File: config.mk
export PLATFORM = sky130hd
export DESIGN_NAME = out_tx
export DESIGN_NICKNAME = d
export VERILOG_FILES = /design/src/rtl/out_tx.sv
export SDC_FILE = /design/constraint.sdc
export NUM_CORES = 1
export LEC_CHECK = 0
export CORE_ASPECT_RATIO = 0.6
export CORE_MARGIN = 4
export CORE_UTILIZATION = 55
export CTS_BUF_LIST = sky130_fd_sc_hd__clkbuf_16
export DETAILED_ROUTE_END_ITERATION = 8
export PLACE_DENSITY = 0.83
export SYNTH_ARGS = -nofsm -noshare
export SYNTH_HDL_FRONTEND = slang
export SYNTH_SLANG_ARGS = --single-unit
File: constraint.sdc
create_clock -name CLK -period 5.2 [get_ports CLK]
set_input_delay 1.04 -clock CLK [delete_from_list [all_inputs] [get_ports CLK]]
set_output_delay 1.04 -clock CLK [all_outputs]
set_load 0.005 [all_outputs]
File: src/rtl/out_tx.sv
// Output-port transmitter: latches a W-bus byte into OUT_REG on an active-low load
// and sends it as a start / WIDTH data bits LSB first / stop frame on TX.
module out_tx #(
    parameter int WIDTH      = 8,
    parameter int BIT_CYCLES = 4
) (
    input  logic             CLK,
    input  logic             CLR_BAR,
    input  logic [WIDTH-1:0] W_BUS,
    input  logic             LO_BAR,
    output logic [WIDTH-1:0] OUT_REG,
    output logic             TX,
    output logic             BUSY,
    output logic             DONE
);

    localparam int BIT_W = (WIDTH > 1) ? $clog2(WIDTH) : 1;
    localparam int CYC_W = (BIT_CYCLES > 1) ? $clog2(BIT_CYCLES) : 1;
    localparam logic [BIT_W-1:0] LAST_BIT = BIT_W'(WIDTH - 1);
    localparam logic [CYC_W-1:0] LAST_CYC = CYC_W'(BIT_CYCLES - 1);

    typedef enum logic [1:0] {IDLE, START, DATA, STOP} state_t;

    state_t           state_reg;
    logic [WIDTH-1:0] shift_reg;
    logic [BIT_W-1:0] bit_cnt_reg;
    logic [CYC_W-1:0] cyc_cnt_reg;
    logic [WIDTH-1:0] shift_next;
    logic             bit_end;

    assign bit_end    = (cyc_cnt_reg == LAST_CYC);
    assign shift_next = shift_reg >> 1;

    always_ff @(posedge CLK or negedge CLR_BAR) begin
        if (!CLR_BAR) begin
            state_reg   <= IDLE;
            shift_reg   <= '0;
            bit_cnt_reg <= '0;
            cyc_cnt_reg <= '0;
            OUT_REG     <= '0;
            TX          <= 1'b1;
            BUSY        <= 1'b0;
            DONE        <= 1'b0;
        end else begin
            DONE <= 1'b0;
            case (state_reg)
                IDLE: begin
                    // Loads are only honoured here; anything seen mid-frame is dropped.
                    if (!LO_BAR) begin
                        OUT_REG     <= W_BUS;
                        shift_reg   <= W_BUS;
                        bit_cnt_reg <= '0;
                        cyc_cnt_reg <= '0;
                        TX          <= 1'b0;
                        BUSY        <= 1'b1;
                        state_reg   <= START;
                    end
                end
                START: begin
                    if (bit_end) begin
                        cyc_cnt_reg <= '0;
                        TX          <= shift_reg[0];
                        state_reg   <= DATA;
                    end else begin
                        cyc_cnt_reg <= cyc_cnt_reg + CYC_W'(1);
                    end
                end
                DATA: begin
                    if (bit_end) begin
                        cyc_cnt_reg <= '0;
                        if (bit_cnt_reg == LAST_BIT) begin
                            TX        <= 1'b1;
                            state_reg <= STOP;
                        end else begin
                            // TX is registered, so it takes the next LSB in the same edge.
                            bit_cnt_reg <= bit_cnt_reg + BIT_W'(1);
                            shift_reg   <= shift_next;
                            TX          <= shift_next[0];
                        end
                    end else begin
                        cyc_cnt_reg <= cyc_cnt_reg + CYC_W'(1);
                    end
                end
                STOP: begin
                    if (bit_end) begin
                        cyc_cnt_reg <= '0;
                        BUSY        <= 1'b0;
                        DONE        <= 1'b1;
                        state_reg   <= IDLE;
                    end else begin
                        cyc_cnt_reg <= cyc_cnt_reg + CYC_W'(1);
                    end
                end
                default: begin
                    state_reg <= IDLE;
                    TX        <= 1'b1;
                    BUSY      <= 1'b0;
                end
            endcase
        end
    end

endmodule
After elaboration in Yosys (flattened, before gate mapping) --
Cells that the tools add are included.
Storage, ports and cells: flip-flop bits (word level) 26, bits in latches 0, bits in writable memories 0, bits in read-only memories 0, input port bits 11, output and inout port bits 11, logic and storage cells 59, memories 0
Operators by class: add/subtract/negate cells 2, multiply operators 0, divide/modulo/power cells 0, magnitude comparators 0, equality and inequality tests 11, shifts and indexed selects 0, mux-type cells 27, bitwise operators 1, reduce and logical (&&, ||, !) cells 10
Operators with widths (number):
- $mux 8 | 3
- $pmux 8 s2 | 1
- $mux 2 | 7
- $ne 2x2->1 const B | 6
- $mux 3 | 3
- $mux 1 | 8
- $pmux 2 s4 | 1
- $reduce_and 4->1 | 2
- $eq 2x2->1 const B | 3
- $pmux 3 s2 | 1
- $reduce_and 5->1 | 1
- $pmux 2 s2 | 1
- $reduce_bool 2->1 | 2
- $add 3x1->3 const B | 1
- $eq 3x3->1 const B | 1
- $pmux 1 s3 | 1
- $reduce_and 3->1 | 1
- $reduce_bool 3->1 | 1
- $reduce_or 3->1 | 1
- $add 2x1->2 const B | 1
- $eq 2x1->1 const B | 1
- $logic_not 2->1 | 1
- $pmux 1 s2 | 1
- $reduce_and 2->1 | 1
- $not 1->1 | 1

Longest topological paths before layout --
word-level depth 4, depth in mapped cells 7, depth with buffers taken out 6

Worst setup path after synthesis --
No wires, ideal clock.
path type input -> register, from input port LO_BAR, to register state_reg[1], library setup time 0.125 ns, data arrival time 1.898 ns, data required time 5.075 ns, setup slack 3.178 ns, stages on the path 4, path buffers 0, cell sequence nand2_1 -> o221ai_1 -> nor3_2 -> mux2_2
On the way: word-level cells in the longest chain between the ends 2
RTL lines:
- from (decl) | RTL line 10 | input logic LO_BAR,
- $ne 2x2->1 (no source line)
- $reduce_and 5->1 (no source line)
- to (signal assigned) | RTL line 36 | state_reg <= IDLE;
- to (signal assigned) | RTL line 56 | state_reg <= START;
- to (signal assigned) | RTL line 63 | state_reg <= DATA;
- to (decl) | RTL line 24 | state_t state_reg;
Every way passes these cells. A chain may end at the register's enable or synchronous reset.

Worst setup path in the final report --
from input port LO_BAR, to register shift_reg[2]
On the way: word-level cells in the longest chain between the ends 2
RTL lines:
- $ne 2x2->1 (no source line)
- $reduce_and 4->1 (no source line)
- to (signal assigned) | RTL line 77 | shift_reg <= shift_next;
- to (decl) | RTL line 25 | logic [WIDTH-1:0] shift_reg;
Every way passes these cells.

==> impl_metrics.env <==
export IMPL_layout_cells_non_filler=163
export IMPL_yosys_warnings=0
export IMPL_synthXorXnorAreaFrac_pct=0
export IMPL_drtIter0Drc=35
export IMPL_worstSetupStartpointType="input pin"
export IMPL_critPathBufInv=1
export IMPL_yosys_area_share_simple_pct=11.3
export IMPL_dp_cells=159
export IMPL_synth_distinct_cells=24
export IMPL_arrival_ps=2540
export IMPL_outcome="finished clean"
export IMPL_cts_tree="built"
export IMPL_worst_skew_pair_late_latency_ps=260
export IMPL_synth_top_family_by_area="multiplexers"
export IMPL_hold_path_class="reg2reg"
export IMPL_grt_max_degree=27
export IMPL_max_vdd_ir_drop_mv=0.346
export IMPL_vias=859
export IMPL_grt_pass1_vias=846
export IMPL_syn_cell_area_um2=1260
export IMPL_critPathRequiredTime_ps=5380
export IMPL_maxCapViolCount=0
export IMPL_cts_root_buffer_cell="clkbuf_16"
export IMPL_overflow=0
export IMPL_n_antenna_cell=0
export IMPL_power_leakage_uw=0.000695
export IMPL_fin_nets=153
export IMPL_h_tree_depth=1
export IMPL_layout_min_cycle_time_ps=2360
export IMPL_synth_edf_count=0
export IMPL_crit_slowest_cell="a211oi_4"
export IMPL_slew_violations=0
export IMPL_multi_input_comb_area_um2=549
export IMPL_core_um2=2160
export IMPL_critPathCaptureType="register"
export IMPL_period_share_pct=45.4
export IMPL_hpwl_um=1700
export IMPL_fillers=145
export IMPL_synthFlopType="dfrtp_1"
export IMPL_drc=0
export IMPL_port_buffers=21
export IMPL_clkTransAtPathRegs_ps=60
export IMPL_max_stage_delay_ps=570
export IMPL_grt_pass1_wl_um=3970
export IMPL_ys_ff_latch=26
export IMPL_seq_area_um2=652
export IMPL_finClkSkew_ps=4.40
export IMPL_async_flop_share_pct=100
export IMPL_ant_nets=0
export IMPL_avgSynthCellArea_um2=11.4
export IMPL_muxShareOfSynthArea_pct=15.2
export IMPL_cts_made_buffers=3
export IMPL_worstSetupPathType="in2reg"
export IMPL_gp_congestion=0.822
export IMPL_clock_path_buffers=2
export IMPL_relSlewSlack_pct=53.1
export IMPL_holdWs_ps=498
export IMPL_post_cts_buffers=0
export IMPL_cp_top_family="compound AO/OA/AOI/OAI gates"
export IMPL_fmax_mhz=424
export IMPL_tns_ps=0
export IMPL_ys_seq_area_share_pct=51.8
export IMPL_grt_use_total_pct=16.9
export IMPL_cts_sinks=26
export IMPL_wl_per_cell_um=14.3
export IMPL_rows=13
export IMPL_rsz0062_at_grt="no"
export IMPL_worst_pin_slew_ps=701
export IMPL_antenna_found_initial=0
export IMPL_areaGrowthSynthToFinish_pct=24.4
export IMPL_die_y_um=45.1
export IMPL_power_total_uw=986
export IMPL_vias_per_cell=5.27
export IMPL_synth_compound_area_share_pct=9.15
export IMPL_pwr_density_cell_nw_per_um2=630
export IMPL_setup_viol_count_final=0
export IMPL_postCtsResizedCells=0
export IMPL_synthCells=110
export IMPL_start_util_pct=58.2
export IMPL_ios=22
export IMPL_dieWidth_um=69.8
export IMPL_ctsHoldBuffers=0
export IMPL_syn_nets=129
export IMPL_routed_wirelength_um=2340
export IMPL_crit_chain="clkdlybuf4s50_1, and2_2, a211oi_4, nor2_1, a21oi_1"
export IMPL_finalHoldViolCount=0
export IMPL_die_area_um2=3140
export IMPL_path_max_fanout=19
export IMPL_dr_pass1_iters=4
export IMPL_synth_adder_area_share_pct=7.95
export IMPL_drive_above_1_share_pct=13.5
## layer usage
| metal | share of wire (%) | global-route usage [%] | vias to the layer above | routed length, µm |
|---|---|---|---|---|
| met5 | 0 | 0 | - | 0 |
| li1 | - | - | 418 | - |
| met2 | 47 | 28.0 | 23 | 1090 |
| met4 | 0.34 | 3.44 | 0 | 8 |
| met1 | 47 | 21.8 | 416 | 1100 |
| met3 | 5.9 | 6.44 | 2 | 138 |
## tightest hold or removal path, delay by kind of cell (launching register included)
family,cells,cell delay [ps]
AOI/OAI and AO/OA,2,130
DFF,1,360
## final timing paths
| check | cells past startpoint | from | slack, ps | end |
|---|---|---|---|---|
| worst max-delay path | 5 | LO_BAR | 2840 | shift_reg[2] |
| min in group asynchronous | 2 | CLR_BAR | 1140 | OUT_REG[5] |
| max in group asynchronous | 2 | CLR_BAR | 3760 | TX |
| worst min-delay path | 2 | TX | 500 | TX |
| worst min register to register | 2 | TX | 500 | TX |
| worst max register to register | 6 | state_reg[0] | 2840 | shift_reg[2] |
## logic make-up after synthesis
family,count (synthesis)
simple gates,29
flops,26
compound gates,18
mux,18
buf+inv,11
fa+ha+maj,8
## stage by stage
step | area (µm²) | util [%] | worst slack [ps]
floorplan | 1260 | - | 3180
global placement | 1490 | 68.7 | 2680
detailed placement | 1490 | 68.7 | 2610
CTS | 1570 | 72.4 | 2830
global route | 1570 | 72.4 | 2680
finish | 1570 | 72.4 | 2840
## placed cells by master (no fill, tap or decap), types with 2 or more instances in the layout
| cell type | n |
|---|---|
| nor2_1 | 10 |
| inv_1 | 8 |
| mux2i_1 | 9 |
| nand3_1 | 2 |
| o21ai_0 | 6 |
| clkbuf_16 | 3 |
| and2b_1 | 2 |
| dfrtp_1 | 25 |
| ha_1 | 8 |
| nand2_1 | 8 |
| clkdlybuf4s50_1 | 21 |
| mux2_2 | 9 |
| nand2b_1 | 2 |
| a21oi_1 | 8 |
## synth_stat cells (2+ instances only)
cell      instances  area, µm²
a21oi_1           8       40.0
and2b_1           2       15.0
buf_6             2       22.5
dfrtp_1          25        626
ha_1              8        100
inv_1             8       30.0
mux2_2            9        101
mux2i_1           9       90.1
nand2_1           8       30.0
nand2b_1          2       12.5
nand3_1           2       10.0
nor2_1           10       37.5
o21ai_0           6       30.0
## final cells by class
cell class | instances | share of cell area [%]
Multi-Input combinational cell | 73 | 35.1
Timing Repair Buffer | 22 | 13.9
Tap cell | 30 | 2.40
Clock inverter | 1 | 0.240
Inverter | 8 | 1.92
Sequential cell | 26 | 41.6
Clock buffer | 3 | 4.80
## power breakdown
group | leakage, µW | total [µW] | internal (µW) | switching, µW
Sequential | 0.000307 | 358 | 300 | 57.7
Combinational | 0.000349 | 459 | 234 | 226
Clock | 0.0000385 | 169 | 103 | 66.4
Note: power is estimated with default switching activity, not from simulation.
